===== config.mk =====
export PLATFORM = sky130hd
export DESIGN_NAME = spi_fsm_flat
export DESIGN_NICKNAME = d
export VERILOG_FILES = /design/src/rtl/spi_pkg.sv /design/src/rtl/spi_fsm_if.sv /design/src/rtl/spi_bit_counter.sv /design/src/rtl/spi_fsm.sv /design/src/flat_wrapper.sv
export SDC_FILE = /design/constraint.sdc
export NUM_CORES = 1
export LEC_CHECK = 0
export ABC_CLOCK_PERIOD_IN_PS = 4000
export CAP_MARGIN = 10
export CORE_ASPECT_RATIO = 0.9
export CORE_MARGIN = 1
export CORE_UTILIZATION = 45
export CTS_CLUSTER_DIAMETER = 50
export DETAILED_ROUTE_END_ITERATION = 7
export PLACE_DENSITY_LB_ADDON = 0.25
export REMOVE_ABC_BUFFERS = 1
export SYNTH_ARGS = -nofsm -noshare
export SYNTH_HDL_FRONTEND = slang
export SYNTH_SLANG_ARGS = --single-unit

===== constraint.sdc =====
create_clock -name clk -period 4 [get_ports clk]
set_input_delay 0.8 -clock clk [delete_from_list [all_inputs] [get_ports clk]]
set_output_delay 0.8 -clock clk [all_outputs]
set_load 0.02 [all_outputs]

===== src/rtl/spi_pkg.sv =====
// Shared types and defaults for the SPI memory-slave transaction sequencer.
// Optional watchdog in spi_fsm is enabled with the SPI_FSM_TIMEOUT_EN macro.
package spi_pkg;

    typedef enum logic [2:0] {
        ST_IDLE        = 3'd0,
        ST_GET_ADDR    = 3'd1,
        ST_DECIDE      = 3'd2,
        ST_READ_LOAD   = 3'd3,
        ST_READ_SHIFT  = 3'd4,
        ST_WRITE_RECV  = 3'd5,
        ST_WRITE_STORE = 3'd6,
        ST_DONE        = 3'd7
    } spi_state_t;

    localparam int DEF_ADDR_BITS      = 7;
    localparam int DEF_DATA_BITS      = 8;
    localparam int DEF_CNT_W          = 4;
    localparam int DEF_TIMEOUT_CYCLES = 255;

endpackage


===== src/rtl/spi_fsm_if.sv =====
// Bundle of conditioned SPI inputs and datapath strobes around spi_fsm.
// master = conditioner/datapath side, slave = the sequencer itself.
interface spi_fsm_if;

    logic       cs_cond;
    logic       sclk_posedge;
    logic       sclk_negedge;
    logic       rw_bit;
    logic       addr_we;
    logic       dm_we;
    logic       sr_we;
    logic       miso_buff_en;
    logic       busy;
    logic [2:0] state_o;

    modport master (
        output cs_cond, sclk_posedge, sclk_negedge, rw_bit,
        input  addr_we, dm_we, sr_we, miso_buff_en, busy, state_o
    );

    modport slave (
        input  cs_cond, sclk_posedge, sclk_negedge, rw_bit,
        output addr_we, dm_we, sr_we, miso_buff_en, busy, state_o
    );

endinterface


===== src/rtl/spi_bit_counter.sv =====
// Clearable bit counter with a terminal-count compare against a runtime limit.
module spi_bit_counter #(
    parameter int CNT_W = 4
) (
    input  logic             clk,
    input  logic             reset,
    input  logic             i_clr,
    input  logic             i_en,
    input  logic [CNT_W-1:0] i_limit,
    output logic             o_at_limit
);

    logic [CNT_W-1:0] r_count;

    always_ff @(posedge clk or posedge reset) begin
        if (reset) begin
            r_count <= '0;
        end else if (i_clr) begin
            r_count <= '0;
        end else if (i_en) begin
            r_count <= r_count + 1'b1;
        end
    end

    assign o_at_limit = (r_count == i_limit);

endmodule


===== src/rtl/spi_fsm.sv =====
// SPI memory-slave transaction sequencer: registered strobes for address latch,
// data memory, shift-register load and MISO enable. Watchdog: SPI_FSM_TIMEOUT_EN.
module spi_fsm
    import spi_pkg::*;
#(
    parameter int ADDR_BITS      = DEF_ADDR_BITS,
    parameter int DATA_BITS      = DEF_DATA_BITS,
    parameter int CNT_W          = DEF_CNT_W,
    parameter int TIMEOUT_CYCLES = DEF_TIMEOUT_CYCLES
) (
    input  logic      clk,
    input  logic      reset,
    spi_fsm_if.slave  bus
);

    localparam logic [CNT_W-1:0] L_ADDR_LIM = CNT_W'(ADDR_BITS);
    localparam logic [CNT_W-1:0] L_DATA_LIM = CNT_W'(DATA_BITS - 1);

    spi_state_t       r_state;
    spi_state_t       w_next;
    logic             r_addr_we;
    logic             r_dm_we;
    logic             r_sr_we;
    logic             r_miso_en;
    logic             r_busy;
    logic             w_edge;
    logic [CNT_W-1:0] w_limit;
    logic             w_at_limit;
    logic             w_term;
    logic             w_abort;
    logic             w_timeout;
    logic             w_cnt_clr;

    // Each shifting state listens to exactly one edge type and its own limit.
    always_comb begin
        w_edge  = 1'b0;
        w_limit = L_DATA_LIM;
        case (r_state)
            ST_GET_ADDR: begin
                w_edge  = bus.sclk_posedge;
                w_limit = L_ADDR_LIM;
            end
            ST_WRITE_RECV: w_edge = bus.sclk_posedge;
            ST_READ_SHIFT: w_edge = bus.sclk_negedge;
            default:       w_edge = 1'b0;
        endcase
    end

    assign w_abort   = bus.cs_cond && (r_state != ST_IDLE);
    assign w_term    = w_edge && w_at_limit;
    assign w_cnt_clr = bus.cs_cond || (r_state == ST_IDLE) || w_term || w_timeout;

    spi_bit_counter #(
        .CNT_W (CNT_W)
    ) u_cnt (
        .clk        (clk),
        .reset      (reset),
        .i_clr      (w_cnt_clr),
        .i_en       (w_edge),
        .i_limit    (w_limit),
        .o_at_limit (w_at_limit)
    );

`ifdef SPI_FSM_TIMEOUT_EN
    localparam int WD_W = $clog2(TIMEOUT_CYCLES + 1);

    logic [WD_W-1:0] r_wdog;
    logic            w_watched;
    logic            w_any_edge;
    logic            w_wdog_clr;

    assign w_watched  = (r_state == ST_GET_ADDR) || (r_state == ST_READ_SHIFT) ||
                        (r_state == ST_WRITE_RECV);
    assign w_any_edge = bus.sclk_posedge || bus.sclk_negedge;
    // Any exit from a watched state goes through one of these terms, so the
    // count is always zero when a watched state is entered.
    assign w_wdog_clr = !w_watched || w_any_edge || bus.cs_cond || w_term || w_timeout;
    assign w_timeout  = w_watched && !w_any_edge &&
                        (r_wdog == WD_W'(TIMEOUT_CYCLES - 1));

    always_ff @(posedge clk or posedge reset) begin
        if (reset) begin
            r_wdog <= '0;
        end else if (w_wdog_clr) begin
            r_wdog <= '0;
        end else begin
            r_wdog <= r_wdog + 1'b1;
        end
    end
`else
    // Never true: without the watchdog a stalled master holds the FSM.
    assign w_timeout = (TIMEOUT_CYCLES < 0);
`endif

    always_comb begin
        w_next = r_state;
        if (w_abort) begin
            w_next = ST_IDLE;
        end else if (w_timeout) begin
            w_next = ST_DONE;
        end else begin
            case (r_state)
                ST_IDLE:        if (!bus.cs_cond) w_next = ST_GET_ADDR;
                ST_GET_ADDR:    if (w_term) w_next = ST_DECIDE;
                ST_DECIDE:      w_next = bus.rw_bit ? ST_READ_LOAD : ST_WRITE_RECV;
                ST_READ_LOAD:   w_next = ST_READ_SHIFT;
                ST_READ_SHIFT:  if (w_term) w_next = ST_DONE;
                ST_WRITE_RECV:  if (w_term) w_next = ST_WRITE_STORE;
                ST_WRITE_STORE: w_next = ST_DONE;
                ST_DONE:        w_next = ST_DONE;
                default:        w_next = ST_IDLE;
            endcase
        end
    end

    // Strobes fire on specific transitions; an abort or timeout goes elsewhere,
    // so it can never produce one.
    always_ff @(posedge clk or posedge reset) begin
        if (reset) begin
            r_state   <= ST_IDLE;
            r_addr_we <= 1'b0;
            r_dm_we   <= 1'b0;
            r_sr_we   <= 1'b0;
            r_miso_en <= 1'b0;
            r_busy    <= 1'b0;
        end else begin
            r_state   <= w_next;
            r_addr_we <= (r_state == ST_GET_ADDR)    && (w_next == ST_DECIDE);
            r_dm_we   <= (r_state == ST_WRITE_STORE) && (w_next == ST_DONE);
            r_sr_we   <= (r_state == ST_READ_LOAD)   && (w_next == ST_READ_SHIFT);
            r_miso_en <= (w_next == ST_READ_SHIFT);
            r_busy    <= (w_next != ST_IDLE);
        end
    end

    assign bus.addr_we      = r_addr_we;
    assign bus.dm_we        = r_dm_we;
    assign bus.sr_we        = r_sr_we;
    assign bus.miso_buff_en = r_miso_en;
    assign bus.busy         = r_busy;
    assign bus.state_o      = r_state;

endmodule


===== src/flat_wrapper.sv =====
// flat-port wrapper written by rule: the top's interface ports become plain ports
module spi_fsm_flat import spi_pkg::*;
#(
    parameter int ADDR_BITS      = DEF_ADDR_BITS,
    parameter int DATA_BITS      = DEF_DATA_BITS,
    parameter int CNT_W          = DEF_CNT_W,
    parameter int TIMEOUT_CYCLES = DEF_TIMEOUT_CYCLES
)
  (clk, reset, bus_cs_cond, bus_sclk_posedge, bus_sclk_negedge, bus_rw_bit, bus_addr_we, bus_dm_we, bus_sr_we, bus_miso_buff_en, bus_busy, bus_state_o);
  spi_fsm_if bus_i ();
  input  logic clk;
  input  logic reset;
  input wire logic [$bits(bus_i.cs_cond)-1:0] bus_cs_cond;
  input wire logic [$bits(bus_i.sclk_posedge)-1:0] bus_sclk_posedge;
  input wire logic [$bits(bus_i.sclk_negedge)-1:0] bus_sclk_negedge;
  input wire logic [$bits(bus_i.rw_bit)-1:0] bus_rw_bit;
  output wire logic [$bits(bus_i.addr_we)-1:0] bus_addr_we;
  output wire logic [$bits(bus_i.dm_we)-1:0] bus_dm_we;
  output wire logic [$bits(bus_i.sr_we)-1:0] bus_sr_we;
  output wire logic [$bits(bus_i.miso_buff_en)-1:0] bus_miso_buff_en;
  output wire logic [$bits(bus_i.busy)-1:0] bus_busy;
  output wire logic [$bits(bus_i.state_o)-1:0] bus_state_o;
  assign bus_i.cs_cond = bus_cs_cond;
  assign bus_i.sclk_posedge = bus_sclk_posedge;
  assign bus_i.sclk_negedge = bus_sclk_negedge;
  assign bus_i.rw_bit = bus_rw_bit;
  assign bus_addr_we = bus_i.addr_we;
  assign bus_dm_we = bus_i.dm_we;
  assign bus_sr_we = bus_i.sr_we;
  assign bus_miso_buff_en = bus_i.miso_buff_en;
  assign bus_busy = bus_i.busy;
  assign bus_state_o = bus_i.state_o;
  spi_fsm #(.ADDR_BITS(ADDR_BITS), .DATA_BITS(DATA_BITS), .CNT_W(CNT_W), .TIMEOUT_CYCLES(TIMEOUT_CYCLES)) u_core (.clk(clk), .reset(reset), .bus(bus_i));
endmodule

# --- Word level (Yosys, flattened, before mapping) ---
# Index checks and enable logic that the tools add are counted.
totals:
  ff_bits: 12
  latch_bits: 0
  ramBits: 0
  mem_bits_ro: 0
  input_bits: 6
  output_inout_bits: 8
  word_cells: 42
  n_memories: 0
op_classes:
  addsub: 1
  multipliers: 0
  n_div: 0
  n_lt_le_gt_ge: 0
  n_eq_ne: 11
  n_shift: 0
  mux: 10
  bitwise_logic: 0
  n_reduce_logical: 13
ops:
  columns: ["cell", "count"]
  rows:
  - ["$pmux 3 s7", 1]
  - ["$eq 3x3->1 const B", 6]
  - ["$mux 3", 6]
  - ["$eq 3x2->1 const B", 3]
  - ["$mux 4", 2]
  - ["$reduce_bool 3->1", 2]
  - ["$logic_and 1x1->1", 5]
  - ["$add 4x1->4 const B", 1]
  - ["$eq 4x3->1 const B", 1]
  - ["$reduce_or 2->1", 2]
  - ["$eq 3x1->1 const B", 1]
  - ["$logic_not 3->1", 1]
  - ["$logic_or 1x1->1", 2]
  - ["$pmux 1 s2", 1]
  - ["$reduce_bool 2->1", 1]

# --- Logic depth before layout (Yosys ltp) ---
logic_depth:
  depth_word: 9
  mapped_depth: 4

# --- Cells and area by module ---
# From an unflattened synthesis, not the netlist that was laid out.
unflattened:
  cells_unflattened: 61
  hier_area_um2: 621.8
modules_own_cells:
  columns: ["module", "n_inst", "cells_each", "area_each_um2"]
  rows:
  - ["spi_fsm", 1, 39, 384.1]
  - ["spi_bit_counter", 1, 22, 237.7]

# --- Worst setup path after synthesis ---
# OpenSTA, ideal clock, no wires.
synth_path:
  path_kind: "input port to flip-flop"
  startpoint: "in bus_sclk_posedge"
  endpoint: "reg u_core.u_cnt.r_count[2]"
  setup_time_ps: 79
  arrival_ps: 1336
  path_slack_ps: 2584
  cell_stages: 3
  path_buffers: 0
  path_cell_list: "and3b_2 > o21ai_1 > mux2i_1"
synth_via:
  elab_chain_len: 4
  elab_cells_between_ends: 5
synth_lines:
  columns: ["element", "line_no", "source"]
  rows:
  - ["start, declared", "flat_wrapper.sv:14", "input wire logic [$bits(bus_i.sclk_posedge)-1:0] bus_sclk_posedge;"]
  - ["$pmux 1 s2 *", "spi_fsm.sv:38", "case (r_state)"]
  - ["$logic_and 1x1->1", "spi_fsm.sv:50", "assign w_term = w_edge && w_at_limit;"]
  - ["$logic_or 1x1->1", "spi_fsm.sv:51", "assign w_cnt_clr = bus.cs_cond || (r_state == ST_IDLE) || w_term || w_timeout;"]
  - ["$mux 4 / $reduce_bool 2->1 (equally long branches)", null, null]
  - ["end signal, assigned", "spi_bit_counter.sv:21", "r_count <= r_count + 1'b1;"]
  - ["end, declared", "spi_bit_counter.sv:13", "logic [CNT_W-1:0] r_count;"]
# Every way passes the cells marked *; elsewhere a longest branch is shown, timed or not.
# A chain may end at the register's enable or synchronous reset.

# --- Worst setup path after layout ---
layout_path:
  startpoint: "reg u_core.r_state[1] (netlist: u_core.bus.state_o[1])"
  endpoint: "out bus_state_o[1]"
layout_rtl:
  columns: ["element", "line_no", "source"]
  rows:
  - ["start, declared", "spi_fsm.sv:19", "spi_state_t r_state;"]
  - ["start signal, assigned", "spi_fsm.sv:127", "r_state <= w_next;"]
  - ["end, declared", "flat_wrapper.sv:22", "output wire logic [$bits(bus_i.state_o)-1:0] bus_state_o;"]
# No word-level cell between the ends.

==> impl_metrics.xml <==
<?xml version="1.0" encoding="UTF-8"?>
<metrics>
  <group name="floorplanning">
    <metric name="floorplan.initialDensity" unit="">0.509</metric>
    <metric name="die_w" unit="um">42.3</metric>
    <metric name="ios" unit="">14</metric>
    <metric name="core_area" unit="sq um">1290</metric>
    <metric name="die_h" unit="um">38.2</metric>
    <metric name="floorplan.rows" unit="">12</metric>
    <metric name="fp.dieArea" unit="sq um">1620</metric>
  </group>
  <group name="yosys">
    <metric name="synth-seq-cells" unit="">12</metric>
    <metric name="syn_avg_cell_area" unit="sq um">11.7</metric>
    <metric name="post-synth-top-area-cell" unit="">sky130_fd_sc_hd__dfrtp_1</metric>
    <metric name="netlist-cell-type-count" unit="">31</metric>
    <metric name="synth.yosys.warnings" unit="">0</metric>
    <metric name="synth_sequential_area_ratio" unit="">0.457</metric>
    <metric name="async_reset_ff_frac" unit="">1.00</metric>
    <metric name="synth.top_cells.by_area" unit="">sky130_fd_sc_hd__dfrtp_1, sky130_fd_sc_hd__nand3_1, sky130_fd_sc_hd__nand4bb_4</metric>
    <metric name="synthesis.instances" unit="">56</metric>
    <metric name="synth_edf_count" unit="">0</metric>
    <metric name="synth.top_cell.area_share" unit="">0.457</metric>
    <metric name="synth_most_common_cell" unit="">sky130_fd_sc_hd__dfrtp_1</metric>
    <metric name="dominantRegCellSynth" unit="">sky130_fd_sc_hd__dfrtp_1</metric>
    <metric name="top_cells_by_instance_count_after_synthesis" unit="">sky130_fd_sc_hd__dfrtp_1, sky130_fd_sc_hd__nand3_1, sky130_fd_sc_hd__a21oi_1</metric>
    <metric name="cell_area_after_synthesis" unit="sq um">657</metric>
  </group>
  <group name="timing">
    <metric name="final_period_minus_worst_setup_slack" unit="ns">2.29</metric>
    <metric name="maxSlewViolCount" unit="">0</metric>
    <metric name="slew_headroom" unit="">0.689</metric>
    <metric name="setup_skew_after_layout" unit="ns">0.00504</metric>
    <metric name="grt_setup_unrepaired" unit="">no</metric>
    <metric name="fin_tns_setup" unit="ns">0</metric>
    <metric name="max_freq" unit="MHz">437</metric>
    <metric name="hold_slack" unit="ns">0.564</metric>
    <metric name="final-setup-viol-count" unit="">0</metric>
    <metric name="final_hold_viol_count" unit="">0</metric>
    <metric name="min_period_over_period" unit="">0.572</metric>
    <metric name="worstMarginPinSlew" unit="ns">0.466</metric>
  </group>
  <group name="power">
    <metric name="total_leakage_power" unit="nW">0.345</metric>
    <metric name="totalPowerFinal" unit="mW">0.217</metric>
    <metric name="worst_ir_drop_vdd" unit="uV">153</metric>
    <metric name="power_density" unit="nW/um^2">266</metric>
  </group>
  <group name="clock_tree">
    <metric name="cts_tree" unit="">yes</metric>
    <metric name="clockRootBuffer" unit="">sky130_fd_sc_hd__clkbuf_4</metric>
    <metric name="holdBufCountCts" unit="">0</metric>
    <metric name="number_of_resized_instances_in_the_post_cts_repair_step" unit="">0</metric>
    <metric name="h-tree-depth" unit="">1</metric>
    <metric name="cts_sinks" unit="">12</metric>
    <metric name="cts_max_path_buffers" unit="">2</metric>
    <metric name="postCtsSetupBuffers" unit="">0</metric>
    <metric name="clock_insertion_delay_worst_skew" unit="ns">0.26</metric>
    <metric name="cts_buffers" unit="">3</metric>
    <metric name="worst_setup_hold_path_clk_slew" unit="ns">0.07</metric>
  </group>
  <group name="detailed_routing">
    <metric name="highest-signal-layer" unit="">met4</metric>
    <metric name="detailroute.wirelength.met2" unit="um">523</metric>
    <metric name="wl_met3" unit="um">55</metric>
    <metric name="avgViaCountPerCell" unit="">5.69</metric>
    <metric name="wirelength_met1" unit="um">589</metric>
    <metric name="wirelength" unit="um">1180</metric>
    <metric name="antenna_left" unit="">0</metric>
    <metric name="drt_first_iter_violations" unit="">10</metric>
    <metric name="post_detailed_route_drc_marker_count" unit="">0</metric>
    <metric name="wire_per_inst" unit="um">13.9</metric>
    <metric name="vias" unit="">484</metric>
    <metric name="drtPass1Iterations" unit="">4</metric>
  </group>
  <group name="setup_path">
    <metric name="cp_data_required_time" unit="ns">3.20</metric>
    <metric name="worst_setup_path_start_kind" unit="">flip-flop</metric>
    <metric name="critical_path.n_buffers_inverters" unit="">1</metric>
    <metric name="path_class" unit="">flip-flop to output port</metric>
    <metric name="cpMaxStageDelayCell" unit="">sky130_fd_sc_hd__clkdlybuf4s50_1</metric>
    <metric name="critical_path_at" unit="ns">1.49</metric>
    <metric name="critical_path.endpoint_type" unit="">output port</metric>
    <metric name="worst-path-max-fanout" unit="">13</metric>
    <metric name="cp_top_family" unit="">buffers and inverters</metric>
    <metric name="crit_chain" unit="">clkdlybuf4s50_1</metric>
    <metric name="max_stage_delay" unit="ns">0.67</metric>
  </group>
  <group name="place">
    <metric name="dp.final_hpwl" unit="um">888</metric>
    <metric name="place_inst" unit="">82</metric>
    <metric name="buffer_ports.inserted" unit="">13</metric>
    <metric name="routabilityCongestion" unit="">0.768</metric>
  </group>
  <group name="grt">
    <metric name="grtUsageTotal" unit="">0.178</metric>
    <metric name="grt_start_max_net_pins" unit="">14</metric>
    <metric name="antenna_violations_before_repair" unit="">0</metric>
    <metric name="global_route_wire_length_before_repair" unit="um">2010</metric>
    <metric name="overflow" unit="">0</metric>
    <metric name="number_of_global_route_vias_before_repair" unit="">472</metric>
  </group>
  <group name="run_status">
    <metric name="run_status" unit="">finished, final reports clean</metric>
  </group>
  <group name="final_layout">
    <metric name="drive_gt1_frac" unit="">0.183</metric>
    <metric name="num_antenna_cells" unit="">0</metric>
    <metric name="area_growth_syn_to_layout" unit="%">24.2</metric>
    <metric name="layout.cells.non_filler" unit="">85</metric>
    <metric name="utilization" unit="">0.632</metric>
    <metric name="finish.net_count" unit="">80</metric>
  </group>
  <group name="min_path">
    <metric name="min_path_type" unit="">flip-flop to flip-flop</metric>
  </group>
  <group name="flow_run">
    <metric name="timing.max_cap.violations" unit="">0</metric>
  </group>
</metrics>
[flip-flops by register name (all words and copies together) (netlist names)]
name / flops
u_core.u_cnt.r_count: 4
u_core.bus.sr_we: 1
u_core.bus.state_o: 3
u_core.bus.addr_we: 1
u_core.bus.dm_we: 1
u_core.bus.busy: 1
u_core.bus.miso_buff_en: 1
[cells in the final DEF, fill, tap and decap left out, types with 2 or more instances in the layout]
cell type	n
sky130_fd_sc_hd__a211o_1	2
sky130_fd_sc_hd__a21oi_1	4
sky130_fd_sc_hd__and3b_2	2
sky130_fd_sc_hd__clkbuf_4	3
sky130_fd_sc_hd__clkdlybuf4s50_1	13
sky130_fd_sc_hd__dfrtp_1	12
sky130_fd_sc_hd__inv_1	2
sky130_fd_sc_hd__mux2i_1	2
sky130_fd_sc_hd__nand2b_1	2
sky130_fd_sc_hd__nand3_1	6
sky130_fd_sc_hd__nor2_1	2
[layout make-up]
type	count	area, sq um
clock buffers	3	22.5
fillers	111	475
inverters	3	11.3
multi-input cells	40	334
flip-flops and latches	12	300
well taps	14	17.5
repair buffers	13	130
[layer usage]
metal | global-route usage | vias up
met5 | 0 | -
met4 | 0.117 | 0
met3 | 0.0377 | 2
met2 | 0.265 | 12
met1 | 0.235 | 230
li1 | - | 240
[worst register-to-register path, cell delays in order, from the launching register on]
cell and delay (ns):
sky130_fd_sc_hd__dfrtp_1 0.39, sky130_fd_sc_hd__ha_1 0.20, sky130_fd_sc_hd__and3b_2 0.28, sky130_fd_sc_hd__a211oi_2 0.11
sky130_fd_sc_hd__a2111oi_2 0.36
[path summary, 6_finish.rpt]
| kind | startpoint | to | slack [ns] | depth (start not counted) |
|---|---|---|---|---|
| worst max-delay path | u_core.bus.state_o[1] | bus_state_o[1] | 1.71 | 1 |
| worst min-delay path | u_core.u_cnt.r_count[3] | u_core.u_cnt.r_count[3] | 0.56 | 2 |
| worst max register to register | u_core.u_cnt.r_count[0] | u_core.bus.state_o[0] | 2.54 | 4 |
| worst min register to register | u_core.u_cnt.r_count[3] | u_core.u_cnt.r_count[3] | 0.56 | 2 |
| max in group asynchronous | reset | u_core.bus.addr_we | 2.83 | 2 |
| min in group asynchronous | reset | u_core.u_cnt.r_count[2] | 0.85 | 2 |
[stage by stage]
stage,area (sq um),setup WS [ns]
floorplan,646,2.58
global placement,793,1.97
detailed placement,793,1.93
CTS,816,1.69
global route,816,1.62
finish,816,1.71
[cells by family (layout without fill, tap and decap cells)]
kind of cell / Yosys count / after routing / share of synthesized area
simple gates: 24 / 24 / 0.307
compound gates: 13 / 13 / 0.152
flops: 12 / 12 / 0.457
buf+inv: 4 / 19 / 0.0343
mux: 2 / 2 / 0.0305
fa+ha+maj: 1 / 1 / 0.0190
[report_power, final]
group / internal, mW / switching [mW] / total [mW] / leakage, nW
Clock: 0.0347 / 0.0349 / 0.0696 / 0.0138
Combinational: 0.0113 / 0.0115 / 0.0228 / 0.168
Sequential: 0.123 / 0.00199 / 0.125 / 0.163
Total: 0.169 / 0.0483 / 0.217 / 0.345
(Power assumes the default switching activity.)
